[src/rtl/priority_encoder_if.sv]
// Request/result bundle for priority_encoder: request vector with valid strobe in,
// registered index with valid flag out.
interface priority_encoder_if #(
    parameter int unsigned WIDTH = 8
) ();
    localparam int unsigned IdxW = (WIDTH > 1) ? $clog2(WIDTH) : 1;

    logic [WIDTH-1:0] a;
    logic             vin;
    logic [IdxW-1:0]  out;
    logic             vout;

    modport master (
        output a,
        output vin,
        input  out,
        input  vout
    );

    modport slave (
        input  a,
        input  vin,
        output out,
        output vout
    );
endinterface

[src/rtl/priority_encoder.sv]
// Registered MSB-first priority encoder: one-cycle latency, one result per cycle,
// output valid only for a qualified, non-zero request vector.
module priority_encoder #(
    parameter int unsigned WIDTH = 8
) (
    input logic               clk,
    input logic               rst,
    priority_encoder_if.slave bus
);
    localparam int unsigned IdxW = (WIDTH > 1) ? $clog2(WIDTH) : 1;

    logic [IdxW-1:0] enc_idx;
    logic            any_req;
    logic [IdxW-1:0] out_d, out_q;
    logic            vout_d, vout_q;

    // Ascending scan: the last set bit seen is the most significant one.
    always_comb begin
        enc_idx = '0;
        for (int unsigned i = 0; i < WIDTH; i++) begin
            if (bus.a[i]) begin
                enc_idx = IdxW'(i);
            end
        end
    end

    assign any_req = |bus.a;

    // Gating on vin keeps an undriven request vector from reaching the register.
    always_comb begin
        out_d  = '0;
        vout_d = 1'b0;
        if (bus.vin && any_req) begin
            out_d  = enc_idx;
            vout_d = 1'b1;
        end
    end

    always_ff @(posedge clk) begin
        if (rst) begin
            out_q  <= '0;
            vout_q <= 1'b0;
        end else begin
            out_q  <= out_d;
            vout_q <= vout_d;
        end
    end

    assign bus.out  = out_q;
    assign bus.vout = vout_q;
endmodule

[src/flat_wrapper.sv]
// flat-port wrapper written by rule: the top's interface ports become plain ports
module priority_encoder_flat 
#(
    parameter int unsigned WIDTH = 8
)
  (clk, rst, bus_a, bus_vin, bus_out, bus_vout);
  priority_encoder_if #(.WIDTH(WIDTH)) bus_i ();
  input logic clk;
  input logic rst;
  input wire logic [$bits(bus_i.a)-1:0] bus_a;
  input wire logic [$bits(bus_i.vin)-1:0] bus_vin;
  output wire logic [$bits(bus_i.out)-1:0] bus_out;
  output wire logic [$bits(bus_i.vout)-1:0] bus_vout;
  assign bus_i.a = bus_a;
  assign bus_i.vin = bus_vin;
  assign bus_out = bus_i.out;
  assign bus_vout = bus_i.vout;
  priority_encoder #(.WIDTH(WIDTH)) u_core (.clk(clk), .rst(rst), .bus(bus_i));
endmodule
[config.mk]
export PLATFORM = sky130hd
export DESIGN_NAME = priority_encoder_flat
export DESIGN_NICKNAME = d
export VERILOG_FILES = /design/src/rtl/priority_encoder_if.sv /design/src/rtl/priority_encoder.sv /design/src/flat_wrapper.sv
export SDC_FILE = /design/constraint.sdc
export NUM_CORES = 1
export LEC_CHECK = 0
export BUFFER_PORTS_ARGS = -buffer_cell sky130_fd_sc_hd__buf_2
export CAP_MARGIN = 20
export CORE_AREA = 2 2 39 41
export DETAILED_ROUTE_END_ITERATION = 8
export DIE_AREA = 0 0 41 43
export SLEW_MARGIN = 20
export SYNTH_ARGS = -nofsm -noshare
export SYNTH_HDL_FRONTEND = slang
export SYNTH_SLANG_ARGS = --single-unit
[constraint.sdc]
create_clock -name clk -period 1.65 [get_ports clk]
set_input_delay 0.4125 -clock clk [delete_from_list [all_inputs] [get_ports clk]]
set_output_delay 0.4125 -clock clk [all_outputs]
set_load 0.05 [all_outputs]
==> results.py, run 1 <==
metrics = {
    "die": {
        "start_util": 0.1203,
        "fp.dieArea_um2": 1763,
        "die_w_um": 41,
        "core-area_um2": 1384,
        "pin_count": 15,
        "dieHeight_um": 43,
        "fp-row-count": 14,
    },
    "run_status": {
        "status": "finished, final reports clean",
    },
    "logic_synthesis": {
        "synth_area_leader_cell": "dfxtp_1",
        "postSynthCellCount": 19,
        "synth.distinct_cells": 11,
        "ys.warnings.count": 0,
        "synthTopCellsByArea": "dfxtp_1, nor2_1, nor4_2",
        "synth_area_per_cell_um2": 8.758,
        "netlist.area_leader.share": 0.4812,
        "synth.net_count": 30,
        "synth-seq-cells": 4,
        "syn_area_um2": 166.4,
        "yosysSeqAreaShare": 0.4812,
    },
    "routing": {
        "drc": 0,
        "via_per_inst": 3.558,
        "drt-total-wl_um": 408,
        "drt_iter0_markers": 1,
        "ant_nets": 0,
        "wl_per_cell_um": 7.846,
        "drtPass1Iterations": 2,
        "via_count": 185,
    },
    "timing": {
        "maxSlewViolCount": 0,
        "relSlewSlack": 0.7943,
        "max_freq_mhz": 837.6,
        "min_period_over_period": 0.7236,
        "setup_tns_ps": 0,
        "hold_violations": 0,
        "finalSetupViolCount": 0,
        "rsz0062_at_grt": "no",
        "worst_slew_pin_slew_ps": 305.7,
        "finalCriticalPeriod_ps": 1194,
    },
    "cells_and_area": {
        "syn_to_final_growth_pct": 67.67,
        "final_cell_mix": "buf_2, nor2_1, dfxtp_1, clkbuf_4",
        "drive_above_1_share": 0.5278,
        "diodes": 0,
        "final_common_cell": "buf_2",
        "final_nets": 49,
    },
    "hold_path": {
        "min-delay-start": "bus_a[5]",
        "hold_depth": 3,
        "holdPathEnd": "u_core.bus.out[2]",
        "min_path_type": "in -> reg",
    },
    "power_and_ir_drop": {
        "power.density_nw_per_um2": 978.9,
        "max-vdd-ir-drop_mv": 0.1224,
        "p_leak_uw": 0.0001341,
        "total_power_uw": 273.1,
    },
    "job": {
        "cap_violations": 0,
    },
    "placed_design": {
        "io_buffers": 14,
        "place.gp.congestion": 0.6997,
    },
    "grt": {
        "grt_pass1_wl_um": 621,
        "antenna_found_initial": 0,
        "grtUsageTotal": 0.05617,
        "grt.overflow.total": 0,
        "grt_max_degree": 5,
        "grt_pass1_vias": 170,
    },
    "cts": {
        "cts_buffer_depth": 2,
        "cts_buffers": 3,
        "root_buffer": "clkbuf_4",
        "holdBufCountCts": 0,
        "cts_tree": "yes",
        "post_cts_buffers": 0,
        "clkTransAtPathRegs_ps": 40,
        "htreeDepth": 1,
        "cts.sinks": 4,
        "ctsResizeCount": 0,
    },
    "setup_path": {
        "worstPathArrival_ps": 780,
        "crit_type": "reg -> out",
        "crit_required_ps": 1240,
        "critPathSlowestCell": "dfxtp_1",
        "worstPathCellList": "buf_2",
        "end_kind": "primary output",
        "crit_start": "u_core.bus.out[2]",
        "crit_path_max_incr_delay_ps": 300,
        "crit_fanout": 1,
        "cp.buffers_inverters": 1,
        "worst_setup_path_start_kind": "register",
        "path_delay_family": "flip-flops",
    },
}
## through the flow
| step | util | hold WS, ps | worst slack, ps | cells | area, um^2 |
|---|---|---|---|---|---|
| global placement | 0.1854 | 705.5 | 386.9 | 49 | 256.5 |
| detailed placement | 0.1854 | 718.5 | 384.9 | 49 | 256.5 |
| CTS | 0.2016 | 473.3 | 445.7 | 52 | 279.0 |
| floorplan | - | 535.9 | 590.4 | 19 | 166.4 |
| global route | 0.2016 | 488.4 | 426.3 | 52 | 279.0 |
| finish | 0.2016 | 463.6 | 456.1 | 52 | 279.0 |
## cell usage after synthesis (all sizes together)
| cell type | number |
|---|---|
| dfxtp | 4 |
| nor2 | 4 |
| a21oi | 3 |
| o21ai | 2 |
| nor2b | 1 |
| inv | 1 |
| nand2b | 1 |
| a21boi | 1 |
| nor4 | 2 |
## how the worst max path moves through the flow
| stage | to | slack [ps] | depth (start not counted) |
|---|---|---|---|
| 4_1_cts | bus_out[0] | 450 | 1 |
| 2_1_floorplan | u_core.bus.out[0] | 590 | 3 |
| 3_3_place_gp | u_core.bus.out[0] | 390 | 4 |
| 3_5_place_dp | u_core.bus.out[0] | 380 | 4 |
| 5_1_grt | bus_out[0] | 430 | 1 |
| 6_report | bus_out[2] | 460 | 1 |
## state kept, by name (all words and copies together) (netlist names)
name and flops:
u_core.bus.vout 1, u_core.bus.out 3
## per-layer routing
metal,vias up,wire [um],GRT usage
met4,0,0,0.08000
li1,101,-,-
met3,0,41,0
met1,74,181,0.07051
met2,10,185,0.06875
met5,-,0,0
## cells by family (layout without fill, tap and decap cells)
group,after synthesis,after routing,synth area share
buffers and inverters,1,18,0.02253
flip-flops,4,4,0.4812
AO/OA/AOI/OAI,6,6,0.2181
AND/OR/NAND/NOR,8,8,0.2782
## cell type report
| cell class | count | area, um^2 |
|---|---|---|
| Tap cell | 16 | 20.02 |
| Fill cell | 156 | 1105 |
| Multi-Input combinational cell | 14 | 82.58 |
| Inverter | 1 | 3.754 |
| Sequential cell | 4 | 80.08 |
| Clock buffer | 3 | 22.52 |
| Timing Repair Buffer | 14 | 70.07 |
## power breakdown
group	switching [uW]	internal [uW]	leakage, uW
Clock	36.3	81.1	0.0000138
Sequential	1.12	103	0.0000332
Combinational	34.1	17.8	0.0000871
Total	71.5	202	0.000134
Note: power is estimated with default switching activity, not from simulation.
==> inputs of run 2 (changes only) <==
ABC_AREA = 1   (was unset)
clock period = 1.1 ns   (was 1.65 ns; I/O delays follow)
==> run 2 against run 1 <==
Compared with the run above: first-iteration DRC count rose by 100%; final area rose by 7.2%; non-clock buffer count did not move; synthesized area rose by 12%; cell count rose by 17%; critical path type unchanged; critical endpoint unchanged.
==> results.py, run 2 <==
metrics = {
    "cells_and_area": {
        "final_cell_count_no_fill": 61,
        "final-seq-area_um2": 80.08,
        "syn_to_final_growth_pct": 60.40,
        "diodes": 0,
        "final_common_cell": "buf_2",
        "largest_reg_flops": 3,
        "multi_input_area_um2": 76.32,
        "final_cell_mix": "buf_2, inv_1, nand2_1, dfxtp_1",
        "fillers": 167,
        "final_nets": 58,
        "drive_above_1_share": 0.4444,
    },
    "hold_path": {
        "hold_depth": 3,
        "holdPathEnd": "u_core.bus.out[0]",
        "min-delay-start": "bus_a[7]",
        "min_path_type": "in -> reg",
    },
    "cts": {
        "cts_tree": "yes",
        "post_cts_buffers": 0,
        "root_buffer": "clkbuf_4",
        "htreeDepth": 1,
        "holdBufCountCts": 0,
        "cts_buffers": 3,
        "clkTransAtPathRegs_ps": 30,
        "cts.sinks": 4,
        "ctsResizeCount": 0,
        "cts_buffer_depth": 2,
    },
    "logic_synthesis": {
        "synth.net_count": 39,
        "synth.distinct_cells": 9,
        "synth_area_leader_cell": "dfxtp_1",
        "synth-seq-cells": 4,
        "yosysMostFrequentCell": "inv_1",
        "netlist.area_leader.share": 0.4295,
        "synth-main-ff-cell": "dfxtp_1",
        "synthTopCellsByArea": "dfxtp_1, inv_1, nand2_1",
        "synth_area_per_cell_um2": 6.658,
        "synthArstFlopShare": 0,
        "syn_area_um2": 186.4,
        "postSynthCellCount": 28,
        "synth_edf_count": 0,
        "ys.warnings.count": 0,
        "netlist_top_cells_count": "inv_1, nand2_1, dfxtp_1",
        "yosysSeqAreaShare": 0.4295,
    },
    "setup_path": {
        "worstPathCellList": "buf_2",
        "worstPathArrival_ps": 780,
        "worst_setup_path_start_kind": "register",
        "crit_required_ps": 820,
        "crit_type": "reg -> out",
        "end_kind": "primary output",
        "crit_path_max_incr_delay_ps": 290,
        "crit_fanout": 1,
        "critPathSlowestCell": "dfxtp_1",
        "cp.buffers_inverters": 1,
        "path_delay_family": "flip-flops",
    },
    "placed_design": {
        "io_buffers": 14,
        "place.gp.congestion": 0.7188,
        "placedCellCount": 58,
        "hpwl_um": 354.9,
    },
    "timing": {
        "worst_slew_pin_slew_ps": 248.9,
        "max_freq_mhz": 951.4,
        "rsz0062_at_grt": "no",
        "setup_tns_ps": 0,
        "maxSlewViolCount": 0,
        "finalCriticalPeriod_ps": 1051,
        "hold_violations": 0,
        "relSlewSlack": 0.8352,
        "min_period_over_period": 0.9555,
        "finalSetupViolCount": 0,
    },
    "die": {
        "start_util": 0.1347,
        "core-area_um2": 1384,
        "die_w_um": 41,
        "fp-row-count": 14,
        "pin_count": 15,
        "dieHeight_um": 43,
        "fp.dieArea_um2": 1763,
    },
    "power_and_ir_drop": {
        "power.density_nw_per_um2": 1394,
        "p_leak_uw": 0.0001816,
        "total_power_uw": 416.9,
        "max-vdd-ir-drop_mv": 0.1965,
    },
    "routing": {
        "drtPass1Iterations": 2,
        "drc": 0,
        "ant_nets": 0,
        "drt-total-wl_um": 417,
        "drt_iter0_markers": 2,
        "wl_per_cell_um": 6.836,
        "via_count": 214,
        "via_per_inst": 3.508,
    },
    "grt": {
        "grt_pass1_vias": 181,
        "grt_max_degree": 5,
        "grt.overflow.total": 0,
        "grt_pass1_wl_um": 627,
        "antenna_found_initial": 0,
        "grtUsageTotal": 0.06112,
    },
    "job": {
        "cap_violations": 0,
    },
    "run_status": {
        "status": "finished, final reports clean",
    },
}
-- run 2: cell count changes in the layout (fill, tap and decap cells not counted), sizes merged --
cell and change:
nand2 +6, nand3 +1, nand2b -1, nor2b -1
inv +7, a21boi -1, nor4 -2
-- run 2: power by group --
group	switching [uW]	internal, uW	leakage (uW)
clock	56.4	122	0.0000138
combinational	55.4	28.1	0.000135
sequential	1.35	154	0.0000332
total	113	304	0.000182
-- run 2: per-stage QoR --
step	utilization	worst slack (ps)	cell area, um^2	hold WS (ps)
floorplan	-	237.7	186.4	407.9
global placement	0.1998	127.6	276.5	549.8
detailed placement	0.1998	88.83	276.5	549.0
CTS	0.2161	28.80	299.0	298.5
global route	0.2161	13.40	299.0	331.2
finish	0.2161	48.90	299.0	304.6
-- run 2: kinds of logic after synthesis --
kind of cell | after synthesis | synth area share
compound gates | 5 | 0.1543
buf+inv | 8 | 0.1611
flops | 4 | 0.4295
simple gates | 11 | 0.2550
-- run 2: worst max path at each step --
stage	from	to	slack, ps	cells after the start
2_1_floorplan	u_core.bus.out[0]	bus_out[0]	240	0
3_3_place_gp	bus_a[6]	u_core.bus.out[2]	130	5
3_5_place_dp	bus_a[6]	u_core.bus.out[1]	90	5
4_1_cts	u_core.bus.out[2]	bus_out[2]	30	1
5_1_grt	u_core.bus.out[1]	bus_out[1]	10	1
6_report	u_core.bus.out[2]	bus_out[2]	50	1
-- run 2: routing by layer --
| layer | GRT usage | up-vias | wire [um] |
|---|---|---|---|
| met4 | 0.1200 | 0 | 0 |
| met3 | 0 | 0 | 54 |
| li1 | - | 117 | - |
| met1 | 0.06070 | 87 | 152 |
| met5 | 0 | - | 0 |
| met2 | 0.07500 | 10 | 210 |
-- run 2: final cells by class --
type / instances / share of cell area
clock buffer: 3 / 0.07531
inverter: 8 / 0.1004
multi-input combinational: 16 / 0.2552
sequential: 4 / 0.2678
tap: 16 / 0.06695
timing repair buffer: 14 / 0.2343
==> inputs of run 3 (changes only) <==
==> constraint.sdc (replaced) <==
create_clock -name clk -period 1.3 [get_ports clk]
set_input_delay 0.26 -clock clk [delete_from_list [all_inputs] [get_ports clk]]
set_output_delay 0.26 -clock clk [all_outputs]
set_load 0.05 [all_outputs]
==> run 3 against run 2 <==
Compared with the run above: sequential share of layout area is the same; cell count unchanged; clock-buffer cell count unchanged; core utilization stayed put; critical path depth stayed put; largest cell class unchanged; via count is 4.7% lower; die area unchanged; flip-flop and latch count unchanged.
==> results.py, run 3 (synthesis results as in run 2) <==
metrics = {
    "run_status": {
        "status": "finished, final reports clean",
    },
    "hold_path": {
        "min-delay-start": "bus_a[7]",
        "min_path_type": "in -> reg",
    },
    "setup_path": {
        "worstPathCellList": "buf_2",
        "crit_path_max_incr_delay_ps": 300,
        "endpoint": "bus_out[0]",
        "crit_start": "u_core.bus.out[0]",
        "cp.depth": 1,
        "path_delay_family": "flip-flops",
        "cp.buffers_inverters": 1,
        "crit_required_ps": 1040,
        "worstPathArrival_ps": 780,
        "critPathSlowestCell": "dfxtp_1",
        "end_kind": "primary output",
        "crit_type": "reg -> out",
        "worst_setup_path_start_kind": "register",
        "crit_fanout": 1,
    },
    "die": {
        "start_util": 0.1347,
        "fp-row-count": 14,
        "pin_count": 15,
        "dieHeight_um": 43,
        "core-area_um2": 1384,
        "fp.dieArea_um2": 1763,
        "die_w_um": 41,
    },
    "grt": {
        "antenna_found_initial": 0,
        "grtUsageTotal": 0.05729,
        "grt_pass1_vias": 176,
        "grt.overflow.total": 0,
        "grt_pass1_wl_um": 641,
        "grt_max_degree": 5,
    },
    "cells_and_area": {
        "diodes": 0,
        "final_cell_mix": "buf_2, inv_1, nand2_1, dfxtp_1",
        "drive_above_1_share": 0.4444,
        "syn_to_final_growth_pct": 60.40,
        "largest_reg_flops": 3,
        "final_nets": 58,
        "final_area_um2": 299.0,
        "final_common_cell": "buf_2",
        "final_cell_count_no_fill": 61,
    },
    "timing": {
        "setup_tns_ps": 0,
        "min_period_over_period": 0.7972,
        "finalSetupViolCount": 0,
        "layout_setup_ws_ps": 263.6,
        "worst_slew_pin_slew_ps": 247.7,
        "rsz0062_at_grt": "no",
        "maxSlewViolCount": 0,
        "finalCriticalPeriod_ps": 1036,
        "relSlewSlack": 0.8360,
        "max_freq_mhz": 964.9,
        "hold_violations": 0,
    },
    "cts": {
        "cts_buffer_depth": 2,
        "root_buffer": "clkbuf_4",
        "cts_buffers": 3,
        "ctsResizeCount": 0,
        "cts_tree": "yes",
        "post_cts_buffers": 0,
        "cts.sinks": 4,
        "htreeDepth": 1,
        "holdBufCountCts": 0,
        "clkTransAtPathRegs_ps": 40,
    },
    "power_and_ir_drop": {
        "power.density_nw_per_um2": 1182,
        "p_leak_uw": 0.0001816,
        "max-vdd-ir-drop_mv": 0.2556,
    },
    "placed_design": {
        "hpwl_um": 325.1,
        "place.gp.congestion": 0.7028,
        "placedCellCount": 58,
        "post-place-ws_ps": 332.4,
        "io_buffers": 14,
        "placedInstanceArea_um2": 276.5,
    },
    "job": {
        "cap_violations": 0,
    },
    "routing": {
        "drt_iter0_markers": 3,
        "drt-total-wl_um": 371,
        "drc": 0,
        "via_per_inst": 3.344,
        "ant_nets": 0,
        "via_count": 204,
        "drtPass1Iterations": 3,
        "wl_per_cell_um": 6.082,
    },
}
-- run 3: worst min-delay path, stage by stage --
cell and delay [ps]:
buf_2 110, inv_1 50, a21oi_1 50
-- run 3: where the power goes --
part | internal [uW] | total (uW) | leakage [uW] | switching (uW)
Clock | 103 | 152 | 0.0000138 | 48.8
Sequential | 130 | 131 | 0.0000332 | 1.26
Combinational | 23.7 | 70.0 | 0.000135 | 46.3
-- run 3: final cells by class --
type	instances	area, um^2
fillers	174	1085
flip-flops and latches	4	80.08
repair buffers	14	70.07
well taps	16	20.02
clock buffers	3	22.52
inverters	8	30.03
multi-input cells	16	76.32
-- run 3: how the worst min path moves through the flow --
stage	endpoint	slack, ps	cells past startpoint
floorplan	u_core.bus.out[0]	390	2
global placement	u_core.bus.out[0]	520	3
detailed placement	u_core.bus.out[0]	530	3
CTS	u_core.bus.out[0]	280	3
global route	u_core.bus.out[0]	310	3
finish	u_core.bus.out[0]	290	3
-- run 3: stage by stage --
step	power, uW	hold WS (ps)	util
floorplan	177.5	392.9	-
global placement	203.8	524.4	0.1998
detailed placement	204.6	529.8	0.1998
CTS	363.5	281.7	0.2161
global route	380.5	314.7	0.2161
finish	353.4	288.1	0.2161
-- run 3: layer usage --
layer / vias to the layer above / part of all wire / track usage
met5: - / 0 / 0
met2: 10 / 0.44 / 0.05938
met1: 77 / 0.46 / 0.07419
met3: 0 / 0.092 / 0.03141
met4: 0 / 0 / 0.06000
li1: 117 / - / -
